## src/rtl/prvp_spi_slave_bus_ctrl.sv

```systemverilog
`default_nettype none
// ============================================================================
// Module      : prvp_spi_slave_bus_ctrl
// Description : System-clock transaction controller behind the SPI slave
//               synchronizer. Turns each SPI access into a series of
//               single-word request/grant bus transfers with an
//               auto-incrementing address. Write words arrive on the rx
//               stream and read words leave on the tx stream.
// Revision    : 1.0 - initial release
// ============================================================================
module prvp_spi_slave_bus_ctrl #(
    parameter int AXI_ADDR_WIDTH = 32,
    parameter int DATA_WIDTH     = 32,
    parameter int ADDR_INC       = 4
) (
    input  logic                      sys_clk,
    input  logic                      rst,
    input  logic                      cs_sync,
    input  logic [AXI_ADDR_WIDTH-1:0] address_sync,
    input  logic                      address_valid_sync,
    input  logic                      rd_wr_sync,
    input  logic [DATA_WIDTH-1:0]     rx_data,
    input  logic                      rx_valid,
    output logic                      rx_ready,
    output logic [DATA_WIDTH-1:0]     tx_data,
    output logic                      tx_valid,
    input  logic                      tx_ready,
    output logic                      bus_req,
    output logic                      bus_we,
    output logic [AXI_ADDR_WIDTH-1:0] bus_addr,
    output logic [DATA_WIDTH-1:0]     bus_wdata,
    input  logic                      bus_gnt,
    input  logic                      bus_rvalid,
    input  logic [DATA_WIDTH-1:0]     bus_rdata,
    output logic [15:0]               word_cnt
);

    localparam logic [2:0] c_IDLE    = 3'd0;
    localparam logic [2:0] c_WR_WAIT = 3'd1;
    localparam logic [2:0] c_WR_REQ  = 3'd2;
    localparam logic [2:0] c_RD_REQ  = 3'd3;
    localparam logic [2:0] c_RD_WAIT = 3'd4;
    localparam logic [2:0] c_RD_HOLD = 3'd5;
    localparam logic [2:0] c_DRAIN   = 3'd6;

    localparam logic [AXI_ADDR_WIDTH-1:0] c_INC = AXI_ADDR_WIDTH'(ADDR_INC);

    logic [2:0]                r_state;
    logic [2:0]                w_next_state;
    logic                      r_end;
    logic                      w_end;
    logic [AXI_ADDR_WIDTH-1:0] r_addr;
    logic [DATA_WIDTH-1:0]     r_wdata;
    logic [DATA_WIDTH-1:0]     r_tx_data;
    logic [15:0]               r_word_cnt;
    logic [15:0]               w_cnt_inc;

    // A chip-select release seen while a request is outstanding must still
    // end the access even if cs_sync drops again before the grant, so the
    // end condition is remembered until the FSM is back in IDLE.
    assign w_end     = cs_sync | r_end;
    assign w_cnt_inc = (r_word_cnt == 16'hFFFF) ? r_word_cnt : r_word_cnt + 16'd1;

    assign bus_addr  = r_addr;
    assign bus_wdata = r_wdata;
    assign tx_data   = r_tx_data;
    assign word_cnt  = r_word_cnt;

    // State register plus sticky end-of-access flag
    always_ff @(posedge sys_clk or posedge rst) begin
        if (rst) begin
            r_state <= c_IDLE;
            r_end   <= 1'b0;
        end else begin
            r_state <= w_next_state;
            r_end   <= (r_state != c_IDLE) && (w_next_state != c_IDLE) && w_end;
        end
    end

    // Next-state decode; chip-select release takes priority over data handshakes
    always_comb begin
        w_next_state = r_state;
        case (r_state)
            c_IDLE: begin
                if (address_valid_sync && !cs_sync) begin
                    w_next_state = rd_wr_sync ? c_RD_REQ : c_WR_WAIT;
                end
            end
            c_WR_WAIT: begin
                if (w_end) begin
                    w_next_state = c_IDLE;
                end else if (rx_valid) begin
                    w_next_state = c_WR_REQ;
                end
            end
            c_WR_REQ: begin
                if (bus_gnt) begin
                    w_next_state = w_end ? c_IDLE : c_WR_WAIT;
                end
            end
            c_RD_REQ: begin
                if (bus_gnt) begin
                    w_next_state = w_end ? c_DRAIN : c_RD_WAIT;
                end
            end
            c_RD_WAIT: begin
                // Data arriving in the same cycle as the release is simply dropped
                if (w_end) begin
                    w_next_state = bus_rvalid ? c_IDLE : c_DRAIN;
                end else if (bus_rvalid) begin
                    w_next_state = c_RD_HOLD;
                end
            end
            c_RD_HOLD: begin
                if (w_end) begin
                    w_next_state = c_IDLE;
                end else if (tx_ready) begin
                    w_next_state = c_RD_REQ;
                end
            end
            c_DRAIN: begin
                if (bus_rvalid) begin
                    w_next_state = c_IDLE;
                end
            end
            default: w_next_state = c_IDLE;
        endcase
    end

    // Stream and bus strobes decoded purely from the registered state
    always_comb begin
        rx_ready = 1'b0;
        tx_valid = 1'b0;
        bus_req  = 1'b0;
        bus_we   = 1'b0;
        case (r_state)
            c_WR_WAIT: rx_ready = 1'b1;
            c_WR_REQ: begin
                bus_req = 1'b1;
                bus_we  = 1'b1;
            end
            c_RD_REQ:  bus_req  = 1'b1;
            c_RD_HOLD: tx_valid = 1'b1;
            default: begin
                rx_ready = 1'b0;
            end
        endcase
    end

    // Address, write data, read data and word counter updates
    always_ff @(posedge sys_clk or posedge rst) begin
        if (rst) begin
            r_addr     <= '0;
            r_wdata    <= '0;
            r_tx_data  <= '0;
            r_word_cnt <= '0;
        end else begin
            case (r_state)
                c_IDLE: begin
                    if (address_valid_sync && !cs_sync) begin
                        r_addr     <= address_sync;
                        r_word_cnt <= '0;
                    end
                end
                c_WR_WAIT: begin
                    if (!w_end && rx_valid) begin
                        r_wdata <= rx_data;
                    end
                end
                c_WR_REQ: begin
                    // A granted write completes even when the access is ending
                    if (bus_gnt) begin
                        r_addr     <= r_addr + c_INC;
                        r_word_cnt <= w_cnt_inc;
                    end
                end
                c_RD_WAIT: begin
                    if (!w_end && bus_rvalid) begin
                        r_tx_data  <= bus_rdata;
                        r_word_cnt <= w_cnt_inc;
                    end
                end
                c_RD_HOLD: begin
                    // The handshake completes even alongside a chip-select release
                    if (tx_ready) begin
                        r_addr <= r_addr + c_INC;
                    end
                end
                default: begin
                    r_addr <= r_addr;
                end
            endcase
        end
    end

endmodule
`default_nettype wire

```

## config.mk

```make
export PLATFORM = sky130hd
export DESIGN_NAME = prvp_spi_slave_bus_ctrl
export DESIGN_NICKNAME = d
export VERILOG_FILES = /design/src/rtl/prvp_spi_slave_bus_ctrl.sv
export SDC_FILE = /design/constraint.sdc
export NUM_CORES = 1
export LEC_CHECK = 0
export CAP_MARGIN = 20
export CORE_MARGIN = 2
export CORE_UTILIZATION = 45
export CTS_BUF_LIST = sky130_fd_sc_hd__clkbuf_2 sky130_fd_sc_hd__clkbuf_4 sky130_fd_sc_hd__clkbuf_8
export DETAILED_ROUTE_END_ITERATION = 6
export PLACE_DENSITY_LB_ADDON = 0.1
export SYNTH_ARGS = -nofsm -noshare
export SYNTH_HDL_FRONTEND = slang
export SYNTH_SLANG_ARGS = --single-unit
```

## constraint.sdc

```tcl
create_clock -name sys_clk -period 5.2 [get_ports sys_clk]
set_clock_uncertainty 0.05 [all_clocks]
set_input_delay 0.78 -clock sys_clk [delete_from_list [all_inputs] [get_ports sys_clk]]
set_output_delay 0.78 -clock sys_clk [all_outputs]
set_load 0.1 [all_outputs]
```

==> results of run 1 <==
-- through the flow --
step                      instance area (um^2)  instances  hold slack [ns]  utilization [%]  worst slack, ns
after detailed placement                  7940        896            0.436             65.6             1.91
after global routing                      8340        925            0.462             68.9             1.41
after CTS                                 8320        924            0.453             68.7             1.60
final                                     8340        925            0.443             68.9             1.60
after global placement                    7940        896            0.425             65.6             1.97
after floorplan                           5620        532            0.530                -             1.22
-- sequential cells by signal, summed over array words and instances, names as in the netlist --
| name | count |
|---|---|
| tx_data | 32 |
| r_state | 3 |
| bus_addr | 32 |
| r_end | 1 |
| bus_wdata | 32 |
| word_cnt | 16 |
-- placed cells by master (no fill, tap or decap), types with 3 or more instances in the layout --
cell and instances:
a211oi_1 5, a21o_1 3, a21oi_1 32, a311oi_1 6, a31oi_1 21, and2_1 3
and3_1 13, and4_1 8, buf_4 6, clkbuf_4 3, clkbuf_8 20, clkdlybuf4s50_1 220
dfrtp_1 116, inv_1 8, mux2_2 64, mux2i_1 3, nand2_1 40, nand2b_1 5
nand3_1 19, nand4_1 11, nor2_1 45, nor2b_1 3, nor3_1 17, nor4_1 4
o21ai_0 18, o22a_1 6, o22ai_1 4, or3_1 5, or4_1 3
-- per-layer routing --
layer	routed length (um)	GRT usage (%)	vias up
li1	-	-	2412
met2	8440	41.5	201
met4	219	8.33	0
met1	6420	30.3	2514
met5	0	0	-
met3	1230	7.90	18
-- worst reg2reg max path, stage by stage (launching register included) --
cell and delay, ns:
dfrtp_1 0.59, and3b_1 0.32, a21oi_4 0.31, and2_1 0.60
nor4_1 0.12, or4_1 0.53
-- synthesized netlist by cell type (4+ instances only) --
| cell type | n | area, um^2 |
|---|---|---|
| dfrtp_1 | 116 | 2900 |
| mux2_2 | 64 | 721 |
| nor2_1 | 45 | 169 |
| nand2_1 | 40 | 150 |
| a21oi_1 | 32 | 160 |
| a31oi_1 | 21 | 131 |
| nand3_1 | 19 | 95.1 |
| o21ai_0 | 18 | 90.1 |
| nor3_1 | 17 | 85.1 |
| and3_1 | 13 | 81.3 |
| clkbuf_1 | 13 | 48.8 |
| nand4_1 | 11 | 68.8 |
| buf_2 | 10 | 50.1 |
| inv_1 | 9 | 33.8 |
| and4_1 | 8 | 70.1 |
| a311oi_1 | 6 | 52.6 |
| o22a_1 | 6 | 52.6 |
| a211oi_1 | 5 | 37.5 |
| nand2b_1 | 5 | 31.3 |
| or3_1 | 5 | 31.3 |
| buf_1 | 4 | 15.0 |
| nor4_1 | 4 | 25.0 |
| o22ai_1 | 4 | 25.0 |
-- worst paths after layout --
path                       slack [ns]  cells past startpoint      endpoint
min reg2reg                      0.44                      2   bus_addr[1]
max reg2reg                      2.55                      5  bus_addr[31]
max in group asynchronous        3.43                      4    r_state[1]
max                              1.60                      2        bus_we
min in group asynchronous        0.57                      2   tx_data[29]
min                              0.44                      2   bus_addr[1]
-- logic make-up (layout without fill, tap and decap cells) --
group	after synthesis	count (layout)	synth area share (%)
simple gates	185	185	17.0
compound gates	122	122	14.3
flops	116	116	51.6
mux	67	67	13.4
buf+inv	39	264	3.09
fa+ha+maj	2	2	0.445
xor+xnor	1	1	0.156
-- final cells by class --
type / count / area [um^2] / area share, %
flip-flops and latches: 116 / 2900 / 34.8
multi-input cells: 377 / 2540 / 30.5
repair buffers: 227 / 2270 / 27.3
clock buffers: 23 / 298 / 3.57
well taps: 168 / 210 / 2.52
clock inverters: 5 / 77.6 / 0.930
inverters: 9 / 36.3 / 0.435
==> results_dict.tcl, run 1 <==
set metrics [dict create \
    status "complete, no violations" \
    syn_area_um2 5620 \
    finalMaxSlewViolations 0 \
    grt.overflow.total 0 \
    critPathLaunch "r_state[1]" \
    cap_violations 0 \
    row_count 40 \
    hold_path.class "flip-flop to flip-flop" \
    yosys_warnings 0 \
    ys_seq_area_share_pct 51.6 \
    insertion_delay_ns 0.44 \
    drt_iter0_markers 409 \
    r2r_start "r_state[1]" \
    path_class "flip-flop to primary output" \
    max_freq_ghz 0.278 \
    synth-seq-cells 116 \
    clock_sinks 116 \
    ys.flop_type "dfrtp_1" \
    required_ns 4.37 \
    finalNetCount 855 \
    grt_max_degree 86 \
    synth_cell_types 59 \
    async_reset_ff_share_pct 100 \
    routed-via-count 5145 \
    setup.worst_path.end_class "primary output" \
    ios 221 \
    die-area_um2 13400 \
    syn_area_per_cell_um2 10.6 \
    cts_buffer_depth 2 \
    cts_inserted_buffers 17 \
    grt_pass1_vias 4984 \
    die_y_um 116 \
    first_pass_iters 7 \
    clkTransAtPathRegs_ns 0.06 \
    cts_root_buffer "clkbuf_8" \
    setup_violations 0 \
    cp-start-kind "flip-flop" \
    area_growth_pct 48.4 \
    detail_route.wirelength_um 16300 \
    postCtsHoldBufs 0 \
    path_cells "nor3b_1, clkdlybuf4s50_1" \
    initial_core_util_pct 46.4 \
    grt_pass1_wl_um 25500 \
    rsz0062_at_grt "false" \
    worstPathArrival_ns 2.77 \
    post_cts_resized 0 \
    critPathBufInv 1 \
    slowest_stage "clkdlybuf4s50_1" \
    h-tree-depth 4 \
    crit_family "buffers and inverters" \
    tns_ns 0 \
    via_per_inst 5.56 \
    cpPeakStageDelay_ns 1.26 \
    port_buffers 220 \
    antenna_found_initial 0 \
    crit_fanout 14 \
    finalCritPeriodShare_pct 69.3 \
    antenna_left 0 \
    cts_tree "built" \
    min_from "bus_addr[1]" \
    synthCells 532 \
    syn_nets 639 \
    die_w_um 116 \
    max_slew_margin_pct 31.6 \
    min_period_ns 3.60 \
    hold_viol 0 \
    fillers 987 \
    drc_errors 0 \
    grt_util_all_layers_pct 24.7 \
    post-cts-setup-buffer-count 0 \
    post-dp-hpwl_um 11800 \
    synth_edf_count 0 \
    core-area_um2 12100 \
    antenna_cells 0 \
    wire_per_inst_um 17.6 \
    drive_above_1_share_pct 14.1 \
    gp_congestion 0.977 \
    worst_pin_slew_ns 1.02 \
]
Power of run 1 is not shown: default switching activity piles up to over one toggle a cycle in this logic, so the estimate is an artifact.
==> run 2, diff against run 1 <==
CORE_UTILIZATION = 41   (was 45)
clock period = 3.1 ns   (was 5.2 ns; I/O delays follow)
==> results_dict.tcl, run 2 (synthesis gave the netlist of run 1 again) <==
set metrics [dict create \
    post_cts_resized 0 \
    row_count 42 \
    finalMaxSlewViolations 0 \
    port_buffers 220 \
    fin_area_um2 8120 \
    critPathLaunch "r_state[2]" \
    crit_fanout 30 \
    required_ns 3.42 \
    tns_ns 0 \
    first_pass_iters 5 \
    hold_viol 0 \
    wire_per_inst_um 17.1 \
    rsz0062_at_grt "false" \
    max_slew_margin_pct 44.6 \
    drc_errors 0 \
    r2r_start "r_state[2]" \
    cp-start-kind "flip-flop" \
    min_period_ns 2.45 \
    post-cts-setup-buffer-count 0 \
    cts_buffer_depth 2 \
    drive_above_1_share_pct 30.5 \
    routed-via-count 5171 \
    die_y_um 121 \
    h-tree-depth 4 \
    clkTransAtPathRegs_ns 0.07 \
    hold_path.class "flip-flop to flip-flop" \
    grt_pass1_vias 5021 \
    antenna_left 0 \
    finalNetCount 859 \
    core-area_um2 13300 \
    clock_sinks 116 \
    setup_violations 0 \
    gp_congestion 0.920 \
    detail_route.wirelength_um 16100 \
    path_class "flip-flop to flip-flop" \
    status "complete, no violations" \
    r2r_slack_ns 0.65 \
    postCtsHoldBufs 0 \
    die_w_um 121 \
    cts_inserted_buffers 17 \
    ios 221 \
    grt_max_degree 47 \
    min_from "bus_addr[1]" \
    area_growth_pct 44.5 \
    grt_util_all_layers_pct 22.0 \
    die-area_um2 14700 \
    max_freq_ghz 0.409 \
    holdWs_ns 0.432 \
    cts_tree "built" \
    final_cell_mix "buf_4, dfrtp_1, clkdlybuf4s50_1" \
    cts_root_buffer "clkbuf_8" \
    grt_pass1_wl_um 25100 \
    cap_violations 0 \
    drt_iter0_markers 392 \
    via_per_inst 5.49 \
    place_area_um2 7730 \
    post-dp-hpwl_um 11800 \
    worstPathArrival_ns 2.76 \
    initial_core_util_pct 42.3 \
    finalCritPeriodShare_pct 78.9 \
    setup.worst_path.end_class "flip-flop" \
    worst_pin_slew_ns 0.821 \
    grt.overflow.total 0 \
    insertion_delay_ns 0.44 \
    final_common_cell "buf_4" \
    antenna_found_initial 1 \
]
## run 2: layout make-up
type                       count  area [um^2]
timing repair buffer         231         2020
inverter                       9         37.5
sequential                   116         2900
antenna                        1         2.50
clock inverter                13          135
multi-input combinational    377         2550
clock buffer                  19          249
tap                          176          220
fill                        1160         5170
## run 2: critical path, cell delays in order, from the launching register on
cell	delay (ns)
dfrtp_1	0.63
and3b_1	0.37
or2_1	0.52
buf_4	0.39
nor2_1	0.07
a31o_2	0.21
a21oi_1	0.13
## run 2: per-stage QoR
step	worst slack, ns	cells	utilization [%]
final	0.653	942	61.1
after global routing	0.473	942	61.1
after CTS	0.687	941	61.1
after detailed placement	0.432	909	58.2
after floorplan	0.124	532	-
after global placement	0.492	909	58.2
## run 2: final timing paths
| check | endpoint | cells after the start |
|---|---|---|
| worst max-delay path | bus_addr[4] | 6 |
| worst max register to register | bus_addr[4] | 6 |
| max in group asynchronous | bus_wdata[21] | 3 |
| worst min-delay path | bus_addr[1] | 2 |
| worst min register to register | bus_addr[1] | 2 |
| min in group asynchronous | tx_data[9] | 2 |
## run 2: per-layer routing
layer	up-vias	share of wire (%)	global-route usage, %
met4	0	2.7	9.38
met2	232	48	34.8
met5	-	0	0
met1	2479	40	27.5
li1	2426	-	-
met3	34	9.0	7.33
Power of run 2 is left out for the same reason.
==> run 3, diff against run 2 <==
CORE_UTILIZATION = 45   (was 41)
clock period = 2.5 ns   (was 3.1 ns; I/O delays follow)
==> results_dict.tcl, run 3 (synthesis gave the netlist of run 1 again) <==
set metrics [dict create \
    status "complete, no violations" \
    port_buffers 220 \
    final_common_cell "buf_4" \
    detail_route.wirelength_um 16500 \
    h-tree-depth 4 \
    via_per_inst 5.57 \
    post-cts-setup-buffer-count 0 \
    max_slew_margin_pct 53.6 \
    ios 221 \
    final_cell_mix "buf_4, clkdlybuf4s50_1, dfrtp_1" \
    worstPathArrival_ns 2.46 \
    cpPeakStageDelay_ns 0.56 \
    max_freq_ghz 0.459 \
    grt.overflow.total 0 \
    place_area_um2 7940 \
    hold_path.class "primary input to asynchronous set/reset pin" \
    finalCritPeriodShare_pct 87.1 \
    slowest_stage "a21oi_1" \
    cap_violations 0 \
    drt_iter0_markers 416 \
    clkTransAtPathRegs_ns 0.07 \
    path_cells "buf_4, and4bb_2, a21oi_1, nor3_1, a31o_2, o21bai_1" \
    dpl_worst_slack_ns 0.0607 \
    gp_congestion 0.908 \
    setup_violations 0 \
    clock_sinks 116 \
    initial_core_util_pct 46.4 \
    finalNetCount 872 \
    fillers 979 \
    required_ns 2.78 \
    antenna_left 0 \
    grt_pass1_vias 5106 \
    core-area_um2 12100 \
    cp-start-kind "flip-flop" \
    min_period_ns 2.18 \
    die_y_um 116 \
    wire_per_inst_um 17.4 \
    cts_inserted_buffers 17 \
    hold_viol 0 \
    drive_above_1_share_pct 35.0 \
    fin_area_um2 8400 \
    cts_buffer_depth 2 \
    die_w_um 116 \
    grt_util_all_layers_pct 24.7 \
    grt_max_degree 62 \
    post-dp-hpwl_um 12100 \
    fin_ws_ns 0.322 \
    routed-via-count 5266 \
    area_growth_pct 49.4 \
    postCtsHoldBufs 0 \
    setup.worst_path.end_class "flip-flop" \
    first_pass_iters 5 \
    holdWs_ns 0.346 \
    cts_root_buffer "clkbuf_8" \
    finalMaxSlewViolations 0 \
    die-area_um2 13400 \
    row_count 40 \
    path_class "flip-flop to flip-flop" \
    cts_tree "built" \
    antenna_found_initial 0 \
    critPathBufInv 1 \
    antenna_cells 0 \
    rsz0062_at_grt "false" \
    drc_errors 0 \
    worst_pin_slew_ns 0.697 \
    grt_pass1_wl_um 25500 \
    crit_family "compound AO/OA/AOI/OAI gates" \
    crit_fanout 10 \
    insertion_delay_ns 0.45 \
]
[run 3: timing repair]
item / CTS / global route
endpoints found under the setup margin: 0 / 2
resized for setup: 0 / 1
endpoints found under the hold margin: 0 / 0
[run 3: worst reg2reg max path: stages (launching register included)]
cell and delay [ns]:
dfrtp_1 0.45, buf_4 0.23, and4bb_2 0.29, a21oi_1 0.56, nor3_1 0.12, a31o_2 0.24, o21bai_1 0.14
[run 3: path summary, 6_finish.rpt]
path                                  from           end  slack, ns  depth (start not counted)
setup reg to reg                r_state[2]   word_cnt[5]       0.32                          6
hold reg to reg                bus_addr[1]   bus_addr[1]       0.45                          2
min in group sys_clk       address_sync[1]   bus_addr[1]       0.41                          3
hold / removal                         rst    tx_data[5]       0.35                          3
max in group asynchronous              rst  bus_addr[23]       1.78                          3
setup / recovery                r_state[2]   word_cnt[5]       0.32                          6
[run 3: stage by stage]
stage               utilization [%]  setup TNS, ns  std cells
CTS                            69.3              0        946
global route                   69.3              0        946
detailed placement             65.6              0        914
finish                         69.3              0        946
floorplan                         -         -0.247        532
global placement               65.6              0        914
[run 3: layout make-up]
class	instances	area [um^2]	share of cell area [%]
Clock inverter	12	178	2.12
Sequential cell	116	2930	34.9
Tap cell	168	210	2.50
Timing Repair Buffer	244	2190	26.1
Inverter	9	37.5	0.447
Clock buffer	20	269	3.20
Multi-Input combinational cell	377	2580	30.7
[run 3: per-layer routing]
layer  track usage, %  routed length, um  vias up
li1                 -                  -     2443
met1             30.7               6340     2566
met2             41.3               8550      230
met3             6.75               1280       27
met4             9.13                309        0
met5                0                  0        -
Power of run 3 is left out for the same reason.
